**src/rtl/fwd_pkg.sv**
```systemverilog
// Shared types and constants for the EX-stage forwarding and hazard controller.
package fwd_pkg;

    localparam int REG_ADDR_W = 5;

    localparam logic [1:0] FWD_ID  = 2'b00;
    localparam logic [1:0] FWD_MEM = 2'b01;
    localparam logic [1:0] FWD_WB  = 2'b10;

    typedef struct packed {
        logic                  valid;
        logic [REG_ADDR_W-1:0] rd;
        logic                  reg_write;
        logic                  mem_read;
    } dest_tag_t;

endpackage

```
**src/rtl/fwd_select.sv**
```systemverilog
// Per-operand forward select: picks the newest in-flight producer of rs, never x0.
module fwd_select
    import fwd_pkg::*;
(
    input  logic [REG_ADDR_W-1:0] rs,
    input  logic                  uses,
    input  dest_tag_t             mem_tag,
    input  dest_tag_t             wb_tag,
    output logic [1:0]            sel
);

    logic mem_hit;
    logic wb_hit;

    assign mem_hit = uses & mem_tag.valid & mem_tag.reg_write &
                     (mem_tag.rd != '0) & (mem_tag.rd == rs);
    assign wb_hit  = uses & wb_tag.valid & wb_tag.reg_write &
                     (wb_tag.rd != '0) & (wb_tag.rd == rs);

    // MEM holds the younger write, so it shadows a matching WB entry.
    always_comb begin
        sel = FWD_ID;
        if (mem_hit) begin
            sel = FWD_MEM;
        end else if (wb_hit) begin
            sel = FWD_WB;
        end
    end

endmodule

```
**src/rtl/forwarding_hazard_ctrl.sv**
```systemverilog
// EX forwarding mux control, load-use stall, branch flush and memory-stall freeze,
// with a shadow pipeline of destination tags and saturating event counters.
module forwarding_hazard_ctrl #(
    parameter int REG_ADDR_W = fwd_pkg::REG_ADDR_W,
    parameter int CNT_W      = 32
) (
    input  logic                  clk,
    input  logic                  rst,
    input  logic                  id_valid,
    input  logic [REG_ADDR_W-1:0] id_rs1,
    input  logic [REG_ADDR_W-1:0] id_rs2,
    input  logic                  id_uses_rs1,
    input  logic                  id_uses_rs2,
    input  logic [REG_ADDR_W-1:0] id_rd,
    input  logic                  id_reg_write,
    input  logic                  id_mem_read,
    input  logic                  ex_branch_taken,
    input  logic                  mem_stall,
    output logic [1:0]            fwd_a_sel,
    output logic [1:0]            fwd_b_sel,
    output logic                  stall_if_id,
    output logic                  bubble_ex,
    output logic                  flush_if_id,
    output logic                  freeze,
    output logic [CNT_W-1:0]      stall_cnt,
    output logic [CNT_W-1:0]      flush_cnt,
    output logic [CNT_W-1:0]      fwd_cnt
);

    import fwd_pkg::*;

    dest_tag_t             ex_tag;
    dest_tag_t             mem_tag;
    dest_tag_t             wb_tag;
    dest_tag_t             id_tag;
    logic [REG_ADDR_W-1:0] ex_rs1;
    logic [REG_ADDR_W-1:0] ex_rs2;
    logic                  ex_uses1;
    logic                  ex_uses2;
    logic                  load_use;
    logic                  fwd_any;

    fwd_select u_fwd_a (
        .rs      (ex_rs1),
        .uses    (ex_uses1),
        .mem_tag (mem_tag),
        .wb_tag  (wb_tag),
        .sel     (fwd_a_sel)
    );

    fwd_select u_fwd_b (
        .rs      (ex_rs2),
        .uses    (ex_uses2),
        .mem_tag (mem_tag),
        .wb_tag  (wb_tag),
        .sel     (fwd_b_sel)
    );

    // An empty ID slot enters EX with all destination fields cleared.
    always_comb begin
        id_tag           = '0;
        id_tag.valid     = id_valid;
        id_tag.rd        = id_valid ? id_rd : '0;
        id_tag.reg_write = id_valid & id_reg_write;
        id_tag.mem_read  = id_valid & id_mem_read;
    end

    assign load_use = id_valid & ex_tag.valid & ex_tag.mem_read & (ex_tag.rd != '0) &
                      (((ex_tag.rd == id_rs1) & id_uses_rs1) |
                       ((ex_tag.rd == id_rs2) & id_uses_rs2));

    // A taken branch squashes the stalled consumer, so flush outranks load-use.
    assign freeze      = mem_stall;
    assign flush_if_id = ~mem_stall & ex_branch_taken;
    assign stall_if_id = ~mem_stall & ~ex_branch_taken & load_use;
    assign bubble_ex   = ~mem_stall & (ex_branch_taken | load_use);
    assign fwd_any     = (fwd_a_sel != FWD_ID) | (fwd_b_sel != FWD_ID);

    always_ff @(posedge clk) begin
        if (rst) begin
            ex_tag    <= '0;
            mem_tag   <= '0;
            wb_tag    <= '0;
            ex_rs1    <= '0;
            ex_rs2    <= '0;
            ex_uses1  <= 1'b0;
            ex_uses2  <= 1'b0;
            stall_cnt <= '0;
            flush_cnt <= '0;
            fwd_cnt   <= '0;
        end else if (!mem_stall) begin
            wb_tag   <= mem_tag;
            mem_tag  <= ex_tag;
            ex_tag   <= bubble_ex ? '0 : id_tag;
            ex_rs1   <= id_rs1;
            ex_rs2   <= id_rs2;
            ex_uses1 <= id_uses_rs1 & ~bubble_ex;
            ex_uses2 <= id_uses_rs2 & ~bubble_ex;
            if (stall_if_id && (stall_cnt != '1)) begin
                stall_cnt <= stall_cnt + 1'b1;
            end
            if (flush_if_id && (flush_cnt != '1)) begin
                flush_cnt <= flush_cnt + 1'b1;
            end
            if (fwd_any && (fwd_cnt != '1)) begin
                fwd_cnt <= fwd_cnt + 1'b1;
            end
        end
    end

endmodule

```
**config.mk**
```make
export PLATFORM = sky130hd
export DESIGN_NAME = forwarding_hazard_ctrl
export DESIGN_NICKNAME = d
export VERILOG_FILES = /design/src/rtl/fwd_pkg.sv /design/src/rtl/fwd_select.sv /design/src/rtl/forwarding_hazard_ctrl.sv
export SDC_FILE = /design/constraint.sdc
export NUM_CORES = 1
export LEC_CHECK = 0
export ABC_AREA = 1
export BUFFER_PORTS_ARGS = -buffer_cell sky130_fd_sc_hd__buf_4
export CORE_MARGIN = 1
export CORE_UTILIZATION = 40
export DETAILED_ROUTE_END_ITERATION = 8
export PLACE_DENSITY_LB_ADDON = 0.15
export SLEW_MARGIN = 0
export SYNTH_ARGS = -nofsm -noshare
export SYNTH_HDL_FRONTEND = slang
export SYNTH_SLANG_ARGS = --single-unit
```
**constraint.sdc**
```tcl
create_clock -name clk -period 2.38 [get_ports clk]
set_input_delay 0.119 -clock clk [delete_from_list [all_inputs] [get_ports clk]]
set_output_delay 0.119 -clock clk [all_outputs]
set_load 0.02 [all_outputs]
```
==> results of run 1 <==
[per-stage QoR]
| step | setup WS, ns | area, µm² |
|---|---|---|
| floorplan | 0.5114 | 7764 |
| global placement | 0.2802 | 8970 |
| detailed placement | 0.2260 | 8970 |
| CTS | 0.1761 | 9687 |
| global route | 0.06098 | 9698 |
| finish | 0.3049 | 9698 |
[kinds of logic (layout without fill, tap and decap cells)]
logic type	after synthesis	after routing
AOI/OAI and AO/OA	150	150
xor gates and xnor gates	64	64
muxes	7	7
and+or+nand+nor	746	747
adders and majority gates	3	3
buffers and inverters	123	270
DFF	130	130
[critical path: cells and delay by family (launching register included)]
kind,cells,cell delay (ns)
AND/OR/NAND/NOR,6,0.71
buffers and inverters,3,0.41
flip-flops,1,0.41
[metal layers]
layer  part of all wire (%)  global-route usage, %  up-vias
li1                       -                      -     4213
met5                      0                      0        -
met2                     47                  38.51      194
met1                     48                  30.91     3735
met4                    1.3                  6.693        0
met3                    4.1                  3.510       27
[final timing paths]
path	start	to	depth (start not counted)	slack (ns)
setup reg to reg	stall_cnt[1]$_SDFFE_PP0P_	stall_cnt[31]$_SDFFE_PP0P_	9	0.32
setup / recovery	ex_tag[4]$_SDFFE_PP0N_	stall_if_id	9	0.30
hold / removal	id_rs1[4]	ex_rs1[4]$_SDFFE_PP0N_	3	0.01
hold reg to reg	ex_tag[1]$_SDFFE_PP0N_	mem_tag[1]$_SDFFE_PP0N_	2	0.49
[final cells by class]
class | count | share of cell area (%)
inverters | 77 | 2.980
clock buffers | 24 | 5.277
multi-input cells | 971 | 47.72
well taps | 260 | 3.354
repair buffers | 161 | 13.06
clock inverters | 8 | 0.7741
flip-flops and latches | 130 | 26.84
[flip-flops by register name (all words and copies together), names as in the netlist]
name / flops
ex_rs1: 5
ex_rs2: 5
ex_tag: 8
ex_uses1: 1
ex_uses2: 1
flush_cnt: 32
fwd_cnt: 32
mem_tag: 7
stall_cnt: 32
wb_tag: 7
[what timing repair did]
action	in CTS	in global routing
hold buffers	13	0
endpoints found under the setup margin	0	3
resized for setup	0	1
hold endpoints to repair	13	0
[cells in the final DEF (no fill, tap or decap), drive strengths merged]
| master | count |
|---|---|
| nor2 | 180 |
| nand2 | 440 |
| nand4 | 50 |
| clkinvlp | 1 |
| inv | 77 |
| xor2 | 44 |
| bufinv | 1 |
| xnor2 | 20 |
| dfxtp | 130 |
| clkbuf | 24 |
| a31oi | 2 |
| clkinv | 6 |
| o21ai | 32 |
| nand3 | 30 |
| nor4 | 2 |
| ha | 3 |
| a21oi | 115 |
| buf | 148 |
| mux2i | 7 |
| a21boi | 1 |
| nor3 | 26 |
| nor3b | 2 |
| dlygate4sd3 | 13 |
| nand3b | 17 |
[power by group through the flow]
stage | registers, mW | clock network, mW | logic [mW]
floorplan | 2.29 | 0 | 0.203
CTS | 2.25 | 2.64 | 0.324
finish | 2.25 | 2.60 | 0.323
detailed placement | 2.29 | 0 | 0.306
global route | 2.25 | 2.75 | 0.362
global placement | 2.29 | 0 | 0.306
==> results.sh, run 1 <==
export IMPL_ys_warn_count=0
export IMPL_detail_route_vias_per_cell=5.009
export IMPL_syn_area_per_cell_um2=6.348
export IMPL_multi_input_area_um2=4628
export IMPL_crit_path_cells="inv_2 -> nand2_1 -> nand2_1 -> nor3_2 -> nand3_1 -> nand2_1 -> nand3_2 -> inv_1 -> buf_4"
export IMPL_antenna_violating_nets_post_route=0
export IMPL_vias_in_the_first_global_route=7376
export IMPL_cts_buffers=17
export IMPL_clock_transition_at_the_register_clock_pins_on_the_worst_setup_and_hold_paths_after_cts_ns=0.06
export IMPL_critical_path_required_ns=2.26
export IMPL_part_of_the_power_in_registers_pct=43.4
export IMPL_fin_total_pwr_mw=5.173
export IMPL_synth_compound_area_share_pct=9.782
export IMPL_gp_congestion=0.9182
export IMPL_die_width_um=141.3
export IMPL_dr_pass1_iters=5
export IMPL_synth_edf_count=0
export IMPL_portBuffers=127
export IMPL_timing_hold_violations_final=0
export IMPL_worst_setup_path_type="flop to output pin"
export IMPL_clkLatencyLatePin_ns=0.42
export IMPL_clock_sinks=130
export IMPL_power_share_switching_pct=23.97
export IMPL_core_um2=18890
export IMPL_drt_wirelength_per_cell_um=13.95
export IMPL_netlist_instances=1223
export IMPL_synth_yosys_seq_area_share_pct=33.52
export IMPL_fraction_of_synthesized_cell_area_taken_by_the_top_area_cell_type_pct=33.52
export IMPL_worstSetupEndpointType="output pin"
export IMPL_place_inst=1585
export IMPL_post_cts_buffers=0
export IMPL_largest_driver_fanout_on_the_critical_path=5
export IMPL_timing_critical_path_mode_cell="sky130_fd_sc_hd__nand2_1"
export IMPL_i_o_pins=128
export IMPL_post_synth_mux_area_share_pct=0.9025
export IMPL_fin_worst_hold_slack_ns=0.01096
export IMPL_synth_xor_xnor_area_share_pct=7.220
export IMPL_grt_setup_unrepaired="false"
export IMPL_post_synthesis_instance_area_um2=7764
export IMPL_critPathMaxStageDelay_ns=0.41
export IMPL_die_y_um=141.3
export IMPL_sequential_cell_area_um2=2603
export IMPL_timing_critical_path_slowest_stage_cell="sky130_fd_sc_hd__dfxtp_1"
export IMPL_slew_headroom_pct=53.31
export IMPL_detail_route_drc_violations=0
export IMPL_synth_cell_type_count=30
export IMPL_placement_rows=50
export IMPL_layout_drive_gt1_share_pct=15.17
export IMPL_synth_seq_cells=130
export IMPL_peakVddDrop_mv=0.5255
export IMPL_die_area_um2=19970
export IMPL_switching_power_mw=1.240
export IMPL_cts_max_level=4
export IMPL_wire_length_of_the_first_global_routing_pass_mm=37.07
export IMPL_synthTopCellsByArea="sky130_fd_sc_hd__dfxtp_1, sky130_fd_sc_hd__nand2_1, sky130_fd_sc_hd__nor2_1"
export IMPL_internal_mw=3.933
export IMPL_clock_power_share_pct=50.3
export IMPL_synth_most_common_cell="sky130_fd_sc_hd__nand2_1"
export IMPL_synth_ff_type="sky130_fd_sc_hd__dfxtp_1"
export IMPL_grt_max_degree=65
export IMPL_track_usage_pct=23.12
export IMPL_syn_to_final_growth_pct=24.92
export IMPL_floorplan_initialDensity_pct=41.09
export IMPL_global_route_overflow_total=0
export IMPL_timing_final_max_slew_violations=0
export IMPL_tritoncts="yes"
export IMPL_finalNetCount=1385
export IMPL_async_flop_share_pct=0
export IMPL_post_route_min_period_ns=2.075
export IMPL_synth_simple_gate_area_share_pct=41.08
export IMPL_synthesized_nets=1250
export IMPL_ctsRootBufferMaster="sky130_fd_sc_hd__clkbuf_16"
export IMPL_pwr_density_cell_nw_per_um2=533.4
export IMPL_via_count=8169
export IMPL_setup_violations_final=0
export IMPL_achievable_frequency_mhz=481.9
export IMPL_worst_endpoint_arrival_ns=1.96
export IMPL_timing_critical_path_from_type="flop"
export IMPL_synth_adder_area_share_pct=0.4835
export IMPL_layout_filler_cells=2005
export IMPL_finalCoreUtilization_pct=51.33
export IMPL_synth_top_family_by_area="simple AND/OR/NAND/NOR gates"
export IMPL_most_frequent_cells_after_synthesis="sky130_fd_sc_hd__nand2_1, sky130_fd_sc_hd__nor2_1, sky130_fd_sc_hd__dfxtp_1, sky130_fd_sc_hd__a21oi_1, sky130_fd_sc_hd__inv_1"
export IMPL_n_antenna_cell=0
export IMPL_synth_largest_area_cell="sky130_fd_sc_hd__dfxtp_1"
export IMPL_detailedRoute_firstIterationViolations=615
export IMPL_leakagePower_nw=3.862
export IMPL_hold_class="primary input to flop"
export IMPL_detail_route_wirelength_mm=22.75
export IMPL_period_share_pct=87.19
export IMPL_hpwlAfterDp_mm=16.46
export IMPL_power_frac_comb_pct=6.2
export IMPL_cts_root_to_sink_buffers=2
export IMPL_grt_antenna_before_repair=0
export IMPL_worst_slew_pin_transition_ns=0.7004
export IMPL_setup_tns_final_ns=0
export IMPL_clock_skew_final_ns=0.007938
export IMPL_outcome="finished, final reports clean"
export IMPL_post_layout_nonfiller_instances=1631
export IMPL_maxCapViolCount=0
Power figures use the tool's default switching activity.
==> run 2: changes to the inputs <==
--- a/config.mk
+++ b/config.mk
@@ -10,6 +10,7 @@
 export CORE_MARGIN = 1
 export CORE_UTILIZATION = 40
 export DETAILED_ROUTE_END_ITERATION = 8
+export HOLD_SLACK_MARGIN = 0.02
 export PLACE_DENSITY_LB_ADDON = 0.15
 export SLEW_MARGIN = 0
 export SYNTH_ARGS = -nofsm -noshare
==> run 2 against run 1 <==
  * Count of clock-buffer cells in the layout is the same
  * Via count fell by 0.12%
  * Critical path type unchanged
  * Core utilization up 0.21 points
  * Sequential share of layout area decreased by 0.11 points
  * Largest power group unchanged
  * Design area is 0.41% higher
  * Highest routed layer unchanged
  * Worst setup slack gained 0.0037 ns
  * First-iteration DRC count increased by 6.3%
  * Final cell count increased by 0.25%
==> results.sh, run 2 (synthesized netlist as in run 1, its figures left out) <==
export IMPL_outcome="finished, final reports clean"
export IMPL_i_o_pins=128
export IMPL_cts_root_to_sink_buffers=2
export IMPL_mostFrequentLayoutCells="sky130_fd_sc_hd__nand2_1, sky130_fd_sc_hd__nor2_1, sky130_fd_sc_hd__buf_4"
export IMPL_wire_length_of_the_first_global_routing_pass_mm=37.19
export IMPL_gp_congestion=0.9182
export IMPL_die_area_um2=19970
export IMPL_pwr_density_cell_nw_per_um2=531.5
export IMPL_portBuffers=127
export IMPL_post_layout_nonfiller_instances=1635
export IMPL_timing_critical_path_mode_cell="sky130_fd_sc_hd__nand2_1"
export IMPL_crit_buf_inv=3
export IMPL_detail_route_wirelength_mm=22.77
export IMPL_detailedRoute_firstIterationViolations=654
export IMPL_timing_critical_path_from_type="flop"
export IMPL_peakVddDrop_mv=0.5227
export IMPL_slew_headroom_pct=52.51
export IMPL_grt_max_degree=65
export IMPL_die_width_um=141.3
export IMPL_drt_wirelength_per_cell_um=13.92
export IMPL_setup_violations_final=0
export IMPL_track_usage_pct=23.19
export IMPL_ctsRootBufferMaster="sky130_fd_sc_hd__clkbuf_16"
export IMPL_floorplan_initialDensity_pct=41.09
export IMPL_detail_route_drc_violations=0
export IMPL_largest_driver_fanout_on_the_critical_path=5
export IMPL_crit_path_cells="inv_2 -> nand2_1 -> nand2_1 -> nor3_2 -> nand3_1 -> nand2_1 -> nand3_2 -> inv_1 -> buf_4"
export IMPL_timing_critical_path_slowest_stage_cell="sky130_fd_sc_hd__dfxtp_1"
export IMPL_antenna_violating_nets_post_route=0
export IMPL_post_cts_buffers=0
export IMPL_worst_setup_path_type="flop to output pin"
export IMPL_global_route_overflow_total=0
export IMPL_layout_drive_gt1_share_pct=15.13
export IMPL_clkLatencyLatePin_ns=0.42
export IMPL_layout_filler_cells=2007
export IMPL_placement_rows=50
export IMPL_cts_max_level=4
export IMPL_timing_hold_violations_final=0
export IMPL_grt_setup_unrepaired="false"
export IMPL_n_antenna_cell=0
export IMPL_fin_worst_hold_slack_ns=0.05128
export IMPL_tritoncts="yes"
export IMPL_crit_family="simple AND/OR/NAND/NOR gates"
export IMPL_hpwlAfterDp_mm=16.46
export IMPL_critical_path_required_ns=2.26
export IMPL_worstSetupEndpointType="output pin"
export IMPL_maxCapViolCount=0
export IMPL_finalNetCount=1389
export IMPL_clock_transition_at_the_register_clock_pins_on_the_worst_setup_and_hold_paths_after_cts_ns=0.06
export IMPL_die_y_um=141.3
export IMPL_reg_top3="flush_cnt x32, fwd_cnt x32, stall_cnt x32"
export IMPL_critPathMaxStageDelay_ns=0.41
export IMPL_dr_pass1_iters=5
export IMPL_period_share_pct=87.03
export IMPL_leakagePower_nw=3.879
export IMPL_via_count=8159
export IMPL_grt_antenna_before_repair=0
export IMPL_clock_sinks=130
export IMPL_vias_in_the_first_global_route=7401
export IMPL_detail_route_vias_per_cell=4.990
export IMPL_post_route_min_period_ns=2.071
export IMPL_cts_buffers=17
export IMPL_worst_slew_pin_transition_ns=0.7123
export IMPL_timing_final_max_slew_violations=0
export IMPL_core_um2=18890
export IMPL_setup_tns_final_ns=0
export IMPL_place_inst=1585
export IMPL_clock_skew_final_ns=0.008445
export IMPL_syn_to_final_growth_pct=25.43
export IMPL_hold_class="primary input to flop"
export IMPL_layout_commonest_cell="sky130_fd_sc_hd__nand2_1"
export IMPL_achievable_frequency_mhz=482.8
export IMPL_worst_endpoint_arrival_ns=1.95
export IMPL_finalCoreUtilization_pct=51.54
[run 2: cell count changes in the layout (fill, tap and decap cells not counted)]
cell                            delta
sky130_fd_sc_hd__dlygate4sd3_1     +4
[run 2: power breakdown]
part / leakage (nW) / switching (mW) / internal, mW
registers: 1.05 / 0.0337 / 2.21
logic: 2.53 / 0.204 / 0.125
clock network: 0.292 / 1.00 / 1.60
total: 3.88 / 1.24 / 3.94
[run 2: worst paths after layout]
path,start,end,slack [ns],cells after the start
min,id_rs2[0],ex_rs2[0]$_SDFFE_PP0N_,0.05,3
max reg2reg,stall_cnt[1]$_SDFFE_PP0P_,stall_cnt[31]$_SDFFE_PP0P_,0.32,9
max,ex_tag[4]$_SDFFE_PP0N_,stall_if_id,0.31,9
min reg2reg,ex_tag[1]$_SDFFE_PP0N_,mem_tag[1]$_SDFFE_PP0N_,0.49,2
[run 2: per-layer routing]
metal	vias to the layer above	part of all wire, %	wire length, µm	track usage (%)
met3	25	4.0	912	3.510
met2	196	47	10730	38.67
met1	3718	48	10830	30.97
li1	4220	-	-	-
met4	0	1.3	287	6.693
met5	-	0	0	0
[run 2: tightest hold or removal path, stage by stage]
cell and delay, ns:
sky130_fd_sc_hd__buf_4 0.10, sky130_fd_sc_hd__o21ai_0 0.10, sky130_fd_sc_hd__a21oi_1 0.12
[run 2: through the flow]
step                setup WS [ns]  power [mW]  area (µm²)
finish                     0.3086       5.176        9738
global route              0.06098       5.370        9738
CTS                        0.1761       5.219        9727
detailed placement         0.2260       2.600        8970
global placement           0.2802       2.599        8970
floorplan                  0.5114       2.490        7764
[run 2: what timing repair did]
item / in CTS / in global routing
hold buffers: 17 / 0
resized for setup: 0 / 1
setup endpoints to repair: 0 / 3
endpoints found under the hold margin: 17 / 0
[run 2: layout make-up]
cell class              instances  area, µm²  area share [%]
repair buffers                165       1306           13.41
multi-input cells             971       4628           47.53
flip-flops and latches        130       2603           26.72
clock buffers                  24      511.7           5.255
inverters                      77      289.0           2.968
well taps                     260      325.3           3.341
clock inverters                 8      75.07          0.7709
